## src/rtl/gray_subtractor_pipe_if.sv

```systemverilog
// Operand/result handshake bundle for the Gray-code subtractor pipeline.
// Carries the input valid/ready pair, both Gray operands, and the result channel.
// The master side drives operands and out_ready; the slave side is the subtractor.
interface gray_subtractor_pipe_if #(
    parameter int N = 4
);
    logic         in_valid;
    logic         in_ready;
    logic [N-1:0] in_a;
    logic [N-1:0] in_b;
    logic         out_valid;
    logic         out_ready;
    logic [N-1:0] diff;
    logic         borrow;

    modport master (
        output in_valid, in_a, in_b, out_ready,
        input  in_ready, out_valid, diff, borrow
    );

    modport slave (
        input  in_valid, in_a, in_b, out_ready,
        output in_ready, out_valid, diff, borrow
    );
endinterface

```

## src/rtl/gray_subtractor_pipe.sv

```systemverilog
// Purpose: Gray-coded A-B with borrow flag; optional GRAY_SUB_ABS_EN gives |A-B| (sign-magnitude).
// Latency: 2 cycles (S1 Gray->binary decode, S2 subtract + binary->Gray encode), 1 pair/cycle.
// Backpressure: in_ready = !s1_valid || !s2_valid || out_ready; full pipe holds 2 pairs, outputs stable while stalled.
module gray_subtractor_pipe #(
    parameter int N = 4
) (
    input  logic                   clk,
    input  logic                   rst_n,
    gray_subtractor_pipe_if.slave  bus,
    output logic                   busy
);

    // MSB-first Gray decode: each binary bit is the XOR of all Gray bits at or above it.
    function automatic logic [N-1:0] gray2bin(input logic [N-1:0] g);
        logic [N-1:0] b;
        b[N-1] = g[N-1];
        for (int i = N - 2; i >= 0; i--) begin
            b[i] = b[i+1] ^ g[i];
        end
        return b;
    endfunction

    function automatic logic [N-1:0] bin2gray(input logic [N-1:0] b);
        logic [N-1:0] g;
        g[N-1] = b[N-1];
        for (int i = N - 2; i >= 0; i--) begin
            g[i] = b[i+1] ^ b[i];
        end
        return g;
    endfunction

    logic         s1_valid_q, s1_valid_d;
    logic [N-1:0] s1_a_q, s1_b_q;
    logic         s2_valid_q, s2_valid_d;
    logic [N-1:0] diff_q, diff_d;
    logic         borrow_q, borrow_d;
    logic         s2_free, s1_adv, in_xfer;
    logic [N:0]   d_full;
    logic [N-1:0] mag;

    assign s2_free      = !s2_valid_q || bus.out_ready;
    assign s1_adv       = s1_valid_q && s2_free;
    assign bus.in_ready = !s1_valid_q || s2_free;
    assign in_xfer      = bus.in_valid && bus.in_ready;

    assign bus.out_valid = s2_valid_q;
    assign bus.diff      = diff_q;
    assign bus.borrow    = borrow_q;
    assign busy          = s1_valid_q || s2_valid_q;

    // Stage-valid next state and the S2 arithmetic on the decoded operands.
    always_comb begin
        s1_valid_d = in_xfer || (s1_valid_q && !s1_adv);
        s2_valid_d = s1_adv || (s2_valid_q && !bus.out_ready);
        d_full     = {1'b0, s1_a_q} - {1'b0, s1_b_q};
        borrow_d   = d_full[N];
`ifdef GRAY_SUB_ABS_EN
        // Negative result: re-subtract the other way so diff carries the magnitude.
        mag        = borrow_d ? (s1_b_q - s1_a_q) : d_full[N-1:0];
`else
        mag        = d_full[N-1:0];
`endif
        diff_d     = bin2gray(mag);
    end

    // Pipeline registers; data only moves on a transfer so stalled stages hold their contents.
    always_ff @(posedge clk) begin
        if (!rst_n) begin
            s1_valid_q <= 1'b0;
            s1_a_q     <= '0;
            s1_b_q     <= '0;
            s2_valid_q <= 1'b0;
            diff_q     <= '0;
            borrow_q   <= 1'b0;
        end else begin
            s1_valid_q <= s1_valid_d;
            s2_valid_q <= s2_valid_d;
            if (in_xfer) begin
                s1_a_q <= gray2bin(bus.in_a);
                s1_b_q <= gray2bin(bus.in_b);
            end
            if (s1_adv) begin
                diff_q   <= diff_d;
                borrow_q <= borrow_d;
            end
        end
    end

endmodule

```

## src/flat_wrapper.sv

```systemverilog
// flat-port wrapper written by rule: the top's interface ports become plain ports
module gray_subtractor_pipe_flat 
#(
    parameter int N = 4
)
  (clk, rst_n, busy, bus_in_valid, bus_in_a, bus_in_b, bus_out_ready, bus_in_ready, bus_out_valid, bus_diff, bus_borrow);
  gray_subtractor_pipe_if #(.N(N)) bus_i ();
  input  logic clk;
  input  logic rst_n;
  output logic busy;
  input wire logic [$bits(bus_i.in_valid)-1:0] bus_in_valid;
  input wire logic [$bits(bus_i.in_a)-1:0] bus_in_a;
  input wire logic [$bits(bus_i.in_b)-1:0] bus_in_b;
  input wire logic [$bits(bus_i.out_ready)-1:0] bus_out_ready;
  output wire logic [$bits(bus_i.in_ready)-1:0] bus_in_ready;
  output wire logic [$bits(bus_i.out_valid)-1:0] bus_out_valid;
  output wire logic [$bits(bus_i.diff)-1:0] bus_diff;
  output wire logic [$bits(bus_i.borrow)-1:0] bus_borrow;
  assign bus_i.in_valid = bus_in_valid;
  assign bus_i.in_a = bus_in_a;
  assign bus_i.in_b = bus_in_b;
  assign bus_i.out_ready = bus_out_ready;
  assign bus_in_ready = bus_i.in_ready;
  assign bus_out_valid = bus_i.out_valid;
  assign bus_diff = bus_i.diff;
  assign bus_borrow = bus_i.borrow;
  gray_subtractor_pipe #(.N(N)) u_core (.clk(clk), .rst_n(rst_n), .bus(bus_i), .busy(busy));
endmodule
```

## config.mk

```make
export PLATFORM = sky130hd
export DESIGN_NAME = gray_subtractor_pipe_flat
export DESIGN_NICKNAME = d
export VERILOG_FILES = /design/src/rtl/gray_subtractor_pipe_if.sv /design/src/rtl/gray_subtractor_pipe.sv /design/src/flat_wrapper.sv
export SDC_FILE = /design/constraint.sdc
export NUM_CORES = 1
export LEC_CHECK = 0
export BUFFER_PORTS_ARGS = -buffer_cell sky130_fd_sc_hd__buf_2
export CAP_MARGIN = 5
export CELL_PAD_IN_SITES_DETAIL_PLACEMENT = 1
export CELL_PAD_IN_SITES_GLOBAL_PLACEMENT = 1
export CORE_ASPECT_RATIO = 1.1
export CORE_UTILIZATION = 33
export DETAILED_ROUTE_END_ITERATION = 8
export GPL_TIMING_DRIVEN = 0
export PLACE_DENSITY_LB_ADDON = 0.1
export SLEW_MARGIN = 5
export SYNTH_ARGS = -nofsm -noshare
export SYNTH_HDL_FRONTEND = slang
export SYNTH_SLANG_ARGS = --single-unit
```

## constraint.sdc

```tcl
create_clock -name clk -period 1.8 [get_ports clk]
set_clock_uncertainty 0.1 [all_clocks]
set_input_delay 0.27 -clock clk [delete_from_list [all_inputs] [get_ports clk]]
set_output_delay 0.27 -clock clk [all_outputs]
set_load 0.02 [all_outputs]
```

# Yosys cells after proc, flatten, opt, wreduce, memory -nomap -nowiden
# Index checks and enable logic that the tools add are counted.
word_totals:
  reg_bits: 15
  latchBits: 0
  mem_bits_rw: 0
  romBits: 0
  in_bits: 12
  out_inout_bits: 8
  wordCells: 29
  memories: 0
classes:
  n_addsub: 1
  multipliers: 0
  div: 0
  n_lt_le_gt_ge: 0
  eq_ne: 0
  n_shift: 0
  muxes: 0
  bitwise_logic: 9
  reduce_logical: 13
op_table:
  columns: ["op", "n"]
  rows:
  - ["1-bit XOR", 9]
  - ["1-bit logical OR", 5]
  - ["4-bit by 4-bit subtractor with 5-bit output", 1]
  - ["1-bit logical AND", 4]
  - ["1-bit zero test", 4]

# Longest topological paths before layout
# Gate-level depths: netlist (run 1).
depth:
  ltp_word: 6
  ltp_mapped: 8
  ltp_nobuf: 8

# Worst setup path before layout (run 1)
# OpenSTA, ideal clock, no wires.
synth_path:
  kind: "register to register"
  startpoint: "register u_core.s1_a_q[0]"
  endpoint: "register u_core.diff_q[2] (netlist: u_core.bus.diff[2])"
  setup_ns: 0.122
  t_arrival_ns: 1.583
  path_slack_ns: -0.005
  stages_incl_launch_ff: 8
  path_buffers: 0
  path_cell_list: "dfxtp_1 -> inv_1 -> ha_1 -> inv_1 -> fa_1 -> xnor2_1 -> and3_1 -> a311o_1"
synth_via:
  elab_chain_len: 2
synth_lines:
  columns: ["item", "line_no", "text"]
  rows:
  - ["from (decl)", "gray_subtractor_pipe.sv:33", "logic [N-1:0] s1_a_q, s1_b_q;"]
  - ["from (signal assigned)", "gray_subtractor_pipe.sv:79", "s1_a_q <= gray2bin(bus.in_a);"]
  - ["4-bit by 4-bit subtractor with 5-bit output", "gray_subtractor_pipe.sv:55", "d_full = {1'b0, s1_a_q} - {1'b0, s1_b_q};"]
  - ["1-bit XOR", "gray_subtractor_pipe.sv:27", "g[i] = b[i+1] ^ b[i];"]
  - ["to (signal assigned)", "gray_subtractor_pipe.sv:83", "diff_q <= diff_d;"]
  - ["to (decl)", "gray_subtractor_pipe.sv:35", "logic [N-1:0] diff_q, diff_d;"]
# Every way passes these cells.
# A chain may end at the register's enable or synchronous reset.

# Worst setup path after layout (run 1)
# Ends and elaborated chain as after synthesis.

==> flow_summary.toml, run 1 <==
[run_status]
status = "completed"

[synthesis]
ys_seq_area_share_pct = 38.22
synthCells = 89
synth_top_area_share_pct = 38.22
ys_top_cells_by_area = "dfxtp_1, xnor2_1, a21oi_1, ha_1, nand2_1"
syn_avg_cell_area_sq_um = 8.829
syn_nets = 106
ys_warn_count = 0
synth_top_cell_by_area = "dfxtp_1"
synth.distinct_cells = 25
synth_seq_cells = 15
synth_area_sq_um = 785.8

[power]
p_per_area_nw_per_um2 = 863.9
p_leak_uw = 0.0004406
max-vdd-ir-drop_mv = 0.3850

[setup_path]
critPathArrivalTime_ns = 1.82
crit_path_max_fanout = 3
setup.worst_path.end_class = "flop"
setup.worst_path.class = "reg2reg"
worst_ep_required_time_ns = 1.89
rr_worst_depth = 7
cp-start-kind = "flop"

[sta]
max_freq_mhz = 578.2
final.setup.tns_ns = 0
finalCriticalPeriod_ns = 1.729
worstMarginPinSlew_ns = 0.5110
finalCritPeriodShare_pct = 96.08
drv_slew = 0
grt_setup_unrepaired = "false"
hold_violations = 0
finalSetupViolations = 0
relSlewSlack_pct = 65.94

[grt]
gr-total-overflow = 0
antenna_found_initial = 0
grt_first_pass_wirelength_um = 2760
grt_max_degree = 11
track_usage_pct = 15.21
grt_pass1_vias = 651

[routing]
post_drt_wl_per_cell_um = 11.82
finalWirelength_um = 1702
drc = 0
vias_per_cell = 4.694
vias = 676
ant_nets = 0
drtPass1Iterations = 3
first_iter_violations = 5

[cells_and_area]
fin_cells = 144
antennaDiodeCount = 0
fin_util_pct = 44.50
final_cell_mix = "buf_2, nand2_1, dfxtp_1"
layout_commonest_cell = "buf_2"
drive_gt1_share_pct = 35.09
fill_cells = 288
synthToLayoutAreaGrowth_pct = 27.55
fin_nets = 132

[clock_tree]
clk_latency_ns = 0.29
cts.root.buffer_cell = "clkbuf_4"
clock-sinks = 15
cts_made_buffers = 3
cts_tree = "yes"
cts.htree.levels = 1
path_clk_slew_ns = 0.10
clockBufferDepth = 2
cts_hold_buffers = 0

[die]
io_pins = 20
fp.dieH_um = 53.18
rows = 18
dieArea_sq_um = 2581
start_util_pct = 34.89
core_area_sq_um = 2252
fp.dieW_um = 48.53

[placed_design]
dp_cells = 138
hpwlAfterDp_um = 1283
port_buffers = 19
gp_congestion = 0.6954

[min_path]
holdPathStages = 3
hold_class = "in2reg"

[run]
cap_violations = 0
## cells by family (layout without fill, tap and decap cells)
logic type	count (synthesis)	in the layout	share of synthesized area [%]
compound gates	20	20	16.24
xor+xnor	9	9	10.03
flops	15	15	38.22
fa+ha+maj	5	5	8.918
buf+inv	11	36	6.368
simple gates	27	27	17.67
mux	2	2	2.548
## layout make-up
type | count | area (sq um) | area share [%]
plain buffers | 3 | 20.02 | 1.998
clock buffers | 3 | 22.52 | 2.247
clock inverters | 1 | 5.005 | 0.4994
inverters | 8 | 30.03 | 2.996
multi-input cells | 63 | 474.2 | 47.32
flip-flops and latches | 15 | 302.8 | 30.21
well taps | 30 | 37.54 | 3.745
repair buffers | 21 | 110.1 | 10.99
## worst paths after layout
| check | start | end | slack (ns) |
|---|---|---|---|
| worst max-delay path | u_core.s1_a_q[0]$_SDFFE_PN0P_ | u_core.bus.diff[2]$_SDFFE_PN0P_ | 0.07 |
| worst min-delay path | bus_in_valid | u_core.s1_valid_q$_SDFF_PN0_ | 0.13 |
| worst max register to register | u_core.s1_a_q[0]$_SDFFE_PN0P_ | u_core.bus.diff[2]$_SDFFE_PN0P_ | 0.07 |
| worst min register to register | u_core.bus.diff[3]$_SDFFE_PN0P_ | u_core.bus.diff[3]$_SDFFE_PN0P_ | 0.36 |
## worst max-delay path, stage by stage, from the launching register on
cell and delay, ns:
dfxtp_2 0.33, inv_2 0.06, ha_4 0.13, inv_2 0.03, fa_2 0.36, xnor2_2 0.16
and3_1 0.17, a311o_1 0.29
## registers in the layout, summed over array words and instances, names as in the netlist
name / count
u_core.bus.diff: 4
u_core.s1_a_q: 4
u_core.s1_b_q: 4
u_core.bus.borrow: 1
u_core.bus.out_valid: 1
u_core.s1_valid_q: 1
## metrics by stage
stage | instance area, sq um | setup WS [ns] | total power, uW | hold WS (ns)
2_1_floorplan | 795.8 | 0.04533 | 579.3 | 0.2995
3_3_place_gp | 928.4 | -0.01915 | 637.0 | 0.3356
3_5_place_dp | 928.4 | -0.04919 | 643.8 | 0.3435
4_1_cts | 985.9 | 0.01698 | 868.5 | 0.1203
5_1_grt | 1002 | 0.01022 | 923.5 | 0.1262
6_report | 1002 | 0.07060 | 865.8 | 0.1255
## synthesized netlist by cell type (all sizes together)
cell type / number
nand3: 1
nand3b: 3
inv: 8
o21ai: 2
a211oi: 2
a2111oi: 1
a21bo: 1
nor2: 4
clkbuf: 1
mux2i: 2
a21o: 1
or2: 1
a311o: 1
ha: 4
and3: 2
and2: 2
nand2: 13
a21oi: 12
dfxtp: 15
nand2b: 1
xnor2: 9
fa: 1
buf: 2
## report_power, final
group          total [uW]  switching [uW]  internal [uW]
logic                 283             140            143
registers             383            19.5            363
clock network         199             117           82.6
total                 866             276            589
## layer usage
layer	up-vias	global-route usage, %	routed length (um)
met1	310	16.09	749
met4	0	13.24	55
met5	-	0	0
met3	5	3.448	59
li1	346	-	-
met2	15	26.06	837
## timing repair
item | CTS | global route
resized for setup | 6 | 3
cloned | 0 | 0
setup buffers | 2 | 0
pin swaps | 4 | 2
setup endpoints to repair | 1 | 3
Power figures use the tool's default switching activity.
==> inputs of run 2 (changes only) <==
--- a/config.mk
+++ b/config.mk
@@ -14,7 +14,7 @@
 export DETAILED_ROUTE_END_ITERATION = 8
 export GPL_TIMING_DRIVEN = 0
 export PLACE_DENSITY_LB_ADDON = 0.1
-export SLEW_MARGIN = 5
+export SLEW_MARGIN = 20
 export SYNTH_ARGS = -nofsm -noshare
 export SYNTH_HDL_FRONTEND = slang
 export SYNTH_SLANG_ARGS = --single-unit
==> constraint.sdc (replaced) <==
create_clock -name clk -period 1.8 [get_ports clk]
set_clock_uncertainty 0.1 [all_clocks]
set_input_delay 0.09 -clock clk [delete_from_list [all_inputs] [get_ports clk]]
set_output_delay 0.09 -clock clk [all_outputs]
set_load 0.02 [all_outputs]
==> run 2 against run 1 <==
Critical path depth did not move. Clock-buffer cell count unchanged. Sequential share of layout area decreased by 2.0 points. Worst setup slack improved by 0.0016 ns. Routed wire length rose by 3.3%. Register-to-register slack is essentially flat. Design area grew 7.0%. Combinational power up 5%. First-iteration DRC count fell by 60%. Core utilization grew 3.1 points. Highest routed layer unchanged. Fmax hardly changed.
==> flow_summary.toml, run 2 (synthesis results as in run 1) <==
[cells_and_area]
drive_gt1_share_pct = 33.06
final_cell_mix = "buf_2, nand2_1, dfxtp_1"
synthToLayoutAreaGrowth_pct = 36.47
regArea_sq_um = 302.8
fin_nets = 139
antennaDiodeCount = 0
layout_commonest_cell = "buf_2"
stdcell_area_sq_um = 1072
multi_input_area_sq_um = 474.2
fill_cells = 282

[setup_path]
r2r-end = "u_core.bus.diff[2]$_SDFFE_PN0P_"
crit_path_max_fanout = 3
r2r_slack_ns = 0.07
setup.worst_path.class = "reg2reg"
critPathArrivalTime_ns = 1.81
setup.worst_path.end_class = "flop"
rr_worst_depth = 7
r2r-start = "u_core.s1_a_q[0]$_SDFFE_PN0P_"
cp-start-kind = "flop"
worst_ep_required_time_ns = 1.89

[clock_tree]
cts_made_buffers = 3
cts_tree = "yes"
clk_latency_ns = 0.29
clock-sinks = 15
cts.root.buffer_cell = "clkbuf_4"
cts.htree.levels = 1
path_clk_slew_ns = 0.10
clockBufferDepth = 2

[routing]
vias_per_cell = 4.675
drc = 0
drtPass1Iterations = 3
first_iter_violations = 2
post_drt_wl_per_cell_um = 11.64
ant_nets = 0
vias = 706
finalWirelength_um = 1758

[die]
fp.dieW_um = 48.53
dieArea_sq_um = 2581
start_util_pct = 34.89
io_pins = 20
fp.dieH_um = 53.18
rows = 18
core_area_sq_um = 2252

[sta]
relSlewSlack_pct = 65.67
finalCritPeriodShare_pct = 95.99
drv_slew = 0
worstMarginPinSlew_ns = 0.5150
max_freq_mhz = 578.8
finalCriticalPeriod_ns = 1.728
hold_violations = 0
grt_setup_unrepaired = "false"
setup_ws_ns = 0.07216
finalSetupViolations = 0

[grt]
gr-total-overflow = 0
grt_first_pass_wirelength_um = 2870
antenna_found_initial = 0
grt_pass1_vias = 672
grt_max_degree = 11
track_usage_pct = 15.71

[placed_design]
gp_congestion = 0.6954
dpl_worst_slack_ns = -0.04919
port_buffers = 19
postPlaceCellArea_sq_um = 928.4
hpwlAfterDp_um = 1283

[power]
p_per_area_nw_per_um2 = 818.9
p_leak_uw = 0.0004698
p_total_uw = 878.1
max-vdd-ir-drop_mv = 0.3959

[min_path]
hold_class = "in2reg"
holdPathEnd = "u_core.s1_b_q[1]$_SDFFE_PN0P_"
holdCritStartpoint = "bus_in_b[1]"
holdPathStages = 4

[run_status]
status = "completed"

[run]
cap_violations = 0
## run 2: worst max path at each step
stage | end | start | slack (ns) | cells after the start
CTS | u_core.bus.diff[2]$_SDFFE_PN0P_ | u_core.s1_a_q[0]$_SDFFE_PN0P_ | 0.02 | 7
global route | u_core.bus.diff[2]$_SDFFE_PN0P_ | u_core.s1_a_q[0]$_SDFFE_PN0P_ | 0.01 | 7
detailed placement | u_core.bus.diff[2]$_SDFFE_PN0P_ | u_core.s1_a_q[0]$_SDFFE_PN0P_ | -0.05 | 7
global placement | u_core.bus.diff[2]$_SDFFE_PN0P_ | u_core.s1_b_q[0]$_SDFFE_PN0P_ | -0.02 | 6
floorplan | u_core.bus.diff[2]$_SDFFE_PN0P_ | u_core.s1_a_q[0]$_SDFFE_PN0P_ | 0.05 | 7
finish | u_core.bus.diff[2]$_SDFFE_PN0P_ | u_core.s1_a_q[0]$_SDFFE_PN0P_ | 0.07 | 7
## run 2: stage by stage
step / util (%) / setup TNS, ns / cells / hold WS [ns]
after floorplan: - / 0 / 89 / 0.1195
after global placement: 41.22 / -0.01915 / 138 / 0.2416
after detailed placement: 41.22 / -0.04919 / 138 / 0.2583
after CTS: 46.89 / 0 / 151 / 0.05578
after global routing: 47.61 / 0 / 151 / 0.06893
final: 47.61 / 0 / 151 / 0.05542
## run 2: worst max-delay path: stages, from the launching register on
cell,delay [ns]
dfxtp_2,0.33
inv_2,0.06
ha_4,0.13
inv_2,0.03
fa_2,0.36
xnor2_2,0.16
and3_1,0.17
a311o_1,0.29
## run 2: routing by layer
| metal | GRT usage, % | share of wire [%] |
|---|---|---|
| met5 | 0 | 0 |
| met4 | 13.24 | 3.1 |
| met3 | 3.448 | 3.2 |
| met2 | 26.53 | 47 |
| met1 | 17.13 | 47 |
## run 2: what timing repair did
item / 4_1_cts / 5_1_grt
hold endpoints to repair: 6 / 0
pin swaps: 4 / 2
setup endpoints to repair: 1 / 3
setup buffers: 2 / 0
hold buffers: 7 / 0
resized for setup: 6 / 3
## run 2: final cells by class
class	count	area share [%]
multi-input cells	63	44.22
inverters	8	2.800
flip-flops and latches	15	28.24
plain buffers	3	1.867
clock buffers	3	2.100
well taps	30	3.501
clock inverters	1	0.4667
repair buffers	28	16.80
## run 2: power by group
| group | total (uW) | internal [uW] | leakage (uW) | switching, uW |
|---|---|---|---|---|
| Sequential | 383 | 363 | 0.000124 | 19.1 |
| Clock | 199 | 82.6 | 0.0000177 | 117 |
| Combinational | 296 | 153 | 0.000328 | 143 |
==> inputs of run 3 (changes only) <==
--- a/config.mk
+++ b/config.mk
@@ -10,7 +10,7 @@
 export CELL_PAD_IN_SITES_DETAIL_PLACEMENT = 1
 export CELL_PAD_IN_SITES_GLOBAL_PLACEMENT = 1
 export CORE_ASPECT_RATIO = 1.1
-export CORE_UTILIZATION = 33
+export CORE_UTILIZATION = 40
 export DETAILED_ROUTE_END_ITERATION = 8
 export GPL_TIMING_DRIVEN = 0
 export PLACE_DENSITY_LB_ADDON = 0.1
==> constraint.sdc (replaced) <==
create_clock -name clk -period 2.2 [get_ports clk]
set_clock_uncertainty 0.1 [all_clocks]
set_input_delay 0.11 -clock clk [delete_from_list [all_inputs] [get_ports clk]]
set_output_delay 0.11 -clock clk [all_outputs]
set_load 0.02 [all_outputs]
==> run 3 against run 2 <==
Clock-buffer cell count rose by 1. Sequential power fell by 19%. Via count fell by 4.4%. Worst setup slack improved by 0.21 ns. Final cell count fell by 6.6%. Critical path depth did not move. First-iteration DRC count rose to 2.5 times the previous value. Global-route usage rose by 2.7 points. Flip-flop and latch count did not move. Largest power group unchanged.
==> flow_summary.toml, run 3 (synthesis results as in run 1) <==
[run_status]
status = "completed"

[die]
io_pins = 20
rows = 16
start_util_pct = 43.13
fp.dieH_um = 48.49
dieArea_sq_um = 2146
core_area_sq_um = 1822
fp.dieW_um = 44.26

[cells_and_area]
fin_cells = 141
synthToLayoutAreaGrowth_pct = 22.29
drive_gt1_share_pct = 24.56
layout_commonest_cell = "buf_2"
fin_nets = 132
fin_util_pct = 52.75
final_cell_mix = "buf_2, dfxtp_1, nand2_1"
antennaDiodeCount = 0

[setup_path]
path_depth = 7
r2r-end = "u_core.bus.diff[2]$_SDFFE_PN0P_"
cp-start-kind = "flop"
max_stage_delay_ns = 0.41
critical_path.slowest_cell = "fa_1"
r2r_slack_ns = 0.28
rr_worst_depth = 7
path_delay_family = "adder cells"
crit_path_max_fanout = 3
endpoint = "u_core.bus.diff[2]$_SDFFE_PN0P_"
cpMostUsedCell = "inv_1"
setup.worst_path.class = "reg2reg"
crit_buf_inv = 2
crit_chain = "inv_1 > ha_1 > inv_1 > fa_1 > xnor2_1 > and3_1 > a311o_1"
worst_ep_required_time_ns = 2.27
startpoint = "u_core.s1_a_q[0]$_SDFFE_PN0P_"
r2r-start = "u_core.s1_a_q[0]$_SDFFE_PN0P_"
setup.worst_path.end_class = "flop"
critPathArrivalTime_ns = 1.99

[placed_design]
dp_cells = 135
gp_congestion = 0.7110
hpwlAfterDp_um = 1236
port_buffers = 19

[routing]
finalWirelength_um = 1595
first_iter_violations = 5
ant_nets = 0
post_drt_wl_per_cell_um = 11.31
drtPass1Iterations = 5
drc = 0
vias_per_cell = 4.787
vias = 675

[power]
max-vdd-ir-drop_mv = 0.3561
p_per_area_nw_per_um2 = 696.3
p_leak_uw = 0.0004306

[sta]
finalSetupViolations = 0
worstMarginPinSlew_ns = 0.4824
finalCritPeriodShare_pct = 87.26
holdWs_ns = 0.01342
max_freq_mhz = 520.9
grt_setup_unrepaired = "false"
hold_violations = 0
final.setup.tns_ns = 0
relSlewSlack_pct = 67.84
finalCriticalPeriod_ns = 1.920
drv_slew = 0

[clock_tree]
path_clk_slew_ns = 0.08
post_cts_buffers = 0
clock-sinks = 15
clockBufferDepth = 2
cts_tree = "yes"
clk_latency_ns = 0.28
cts_made_buffers = 3
cts.htree.levels = 1
cts.root.buffer_cell = "clkbuf_4"
ctsResizeCount = 0

[grt]
gr-total-overflow = 0
track_usage_pct = 18.43
grt_first_pass_wirelength_um = 2877
grt_pass1_vias = 667
grt_max_degree = 11
antenna_found_initial = 0

[run]
cap_violations = 0

[min_path]
hold_class = "in2reg"
[run 3: changes by cell type in the layout (fill, tap and decap cells not counted), moves of 2 or more]
cell / delta
dfxtp_1: +2
buf_4: -2
inv_2: -2
dlygate4sd3_1: -5
ha_1: +2
inv_1: +2
dfxtp_2: -2
ha_4: -2
[run 3: report_power, final]
part           leakage, uW  internal [uW]  switching [uW]
logic             0.000292           94.8             106
registers         0.000124            297            13.9
clock network    0.0000150           70.3            87.5
[run 3: worst min-delay path by stage]
| stage | startpoint | endpoint | slack [ns] | cells past startpoint |
|---|---|---|---|---|
| after global routing | bus_in_b[0] | u_core.s1_b_q[0]$_SDFFE_PN0P_ | 0.01 | 3 |
| after floorplan | bus_in_valid | u_core.s1_valid_q$_SDFF_PN0_ | 0.14 | 2 |
| after global placement | bus_in_valid | u_core.s1_valid_q$_SDFF_PN0_ | 0.26 | 3 |
| after detailed placement | bus_in_valid | u_core.s1_valid_q$_SDFF_PN0_ | 0.27 | 3 |
| final | rst_n | u_core.s1_a_q[0]$_SDFFE_PN0P_ | 0.01 | 3 |
| after CTS | rst_n | u_core.s1_a_q[0]$_SDFFE_PN0P_ | 0.0008 | 3 |
[run 3: cell type report]
cell class	count	area (sq um)
plain buffers	3	20.02
clock buffers	4	26.28
fillers	230	860.8
inverters	8	30.03
multi-input cells	63	435.4
flip-flops and latches	15	300.3
well taps	27	33.78
repair buffers	21	115.1
[run 3: timing repair]
| item | 4_1_cts | 5_1_grt |
|---|---|---|
| endpoints found under the hold margin | 2 | 0 |
| endpoints found under the setup margin | 0 | 0 |
| hold buffers | 2 | 0 |
[run 3: tightest hold or removal path, cell delays in order]
cell and delay (ns):
buf_2 0.13, o21ai_0 0.07, a21oi_1 0.04
[run 3: metal layers]
| metal | vias to the layer above | global-route usage (%) | part of all wire [%] |
|---|---|---|---|
| met2 | 14 | 30.88 | 51 |
| met4 | 0 | 9.091 | 2.6 |
| li1 | 345 | - | - |
| met3 | 4 | 3.358 | 2.5 |
| met1 | 312 | 21.83 | 44 |
| met5 | - | 0 | 0 |
[run 3: stage by stage]
step           total power, uW  instance area, sq um  worst slack [ns]
2_1_floorplan            466.7                 785.8            0.3951
5_1_grt                  725.4                 960.9            0.1676
3_5_place_dp             517.9                 914.6            0.2772
4_1_cts                  683.2                 960.9            0.2641
3_3_place_gp             512.1                 914.6            0.3141
6_report                 669.1                 960.9            0.2803
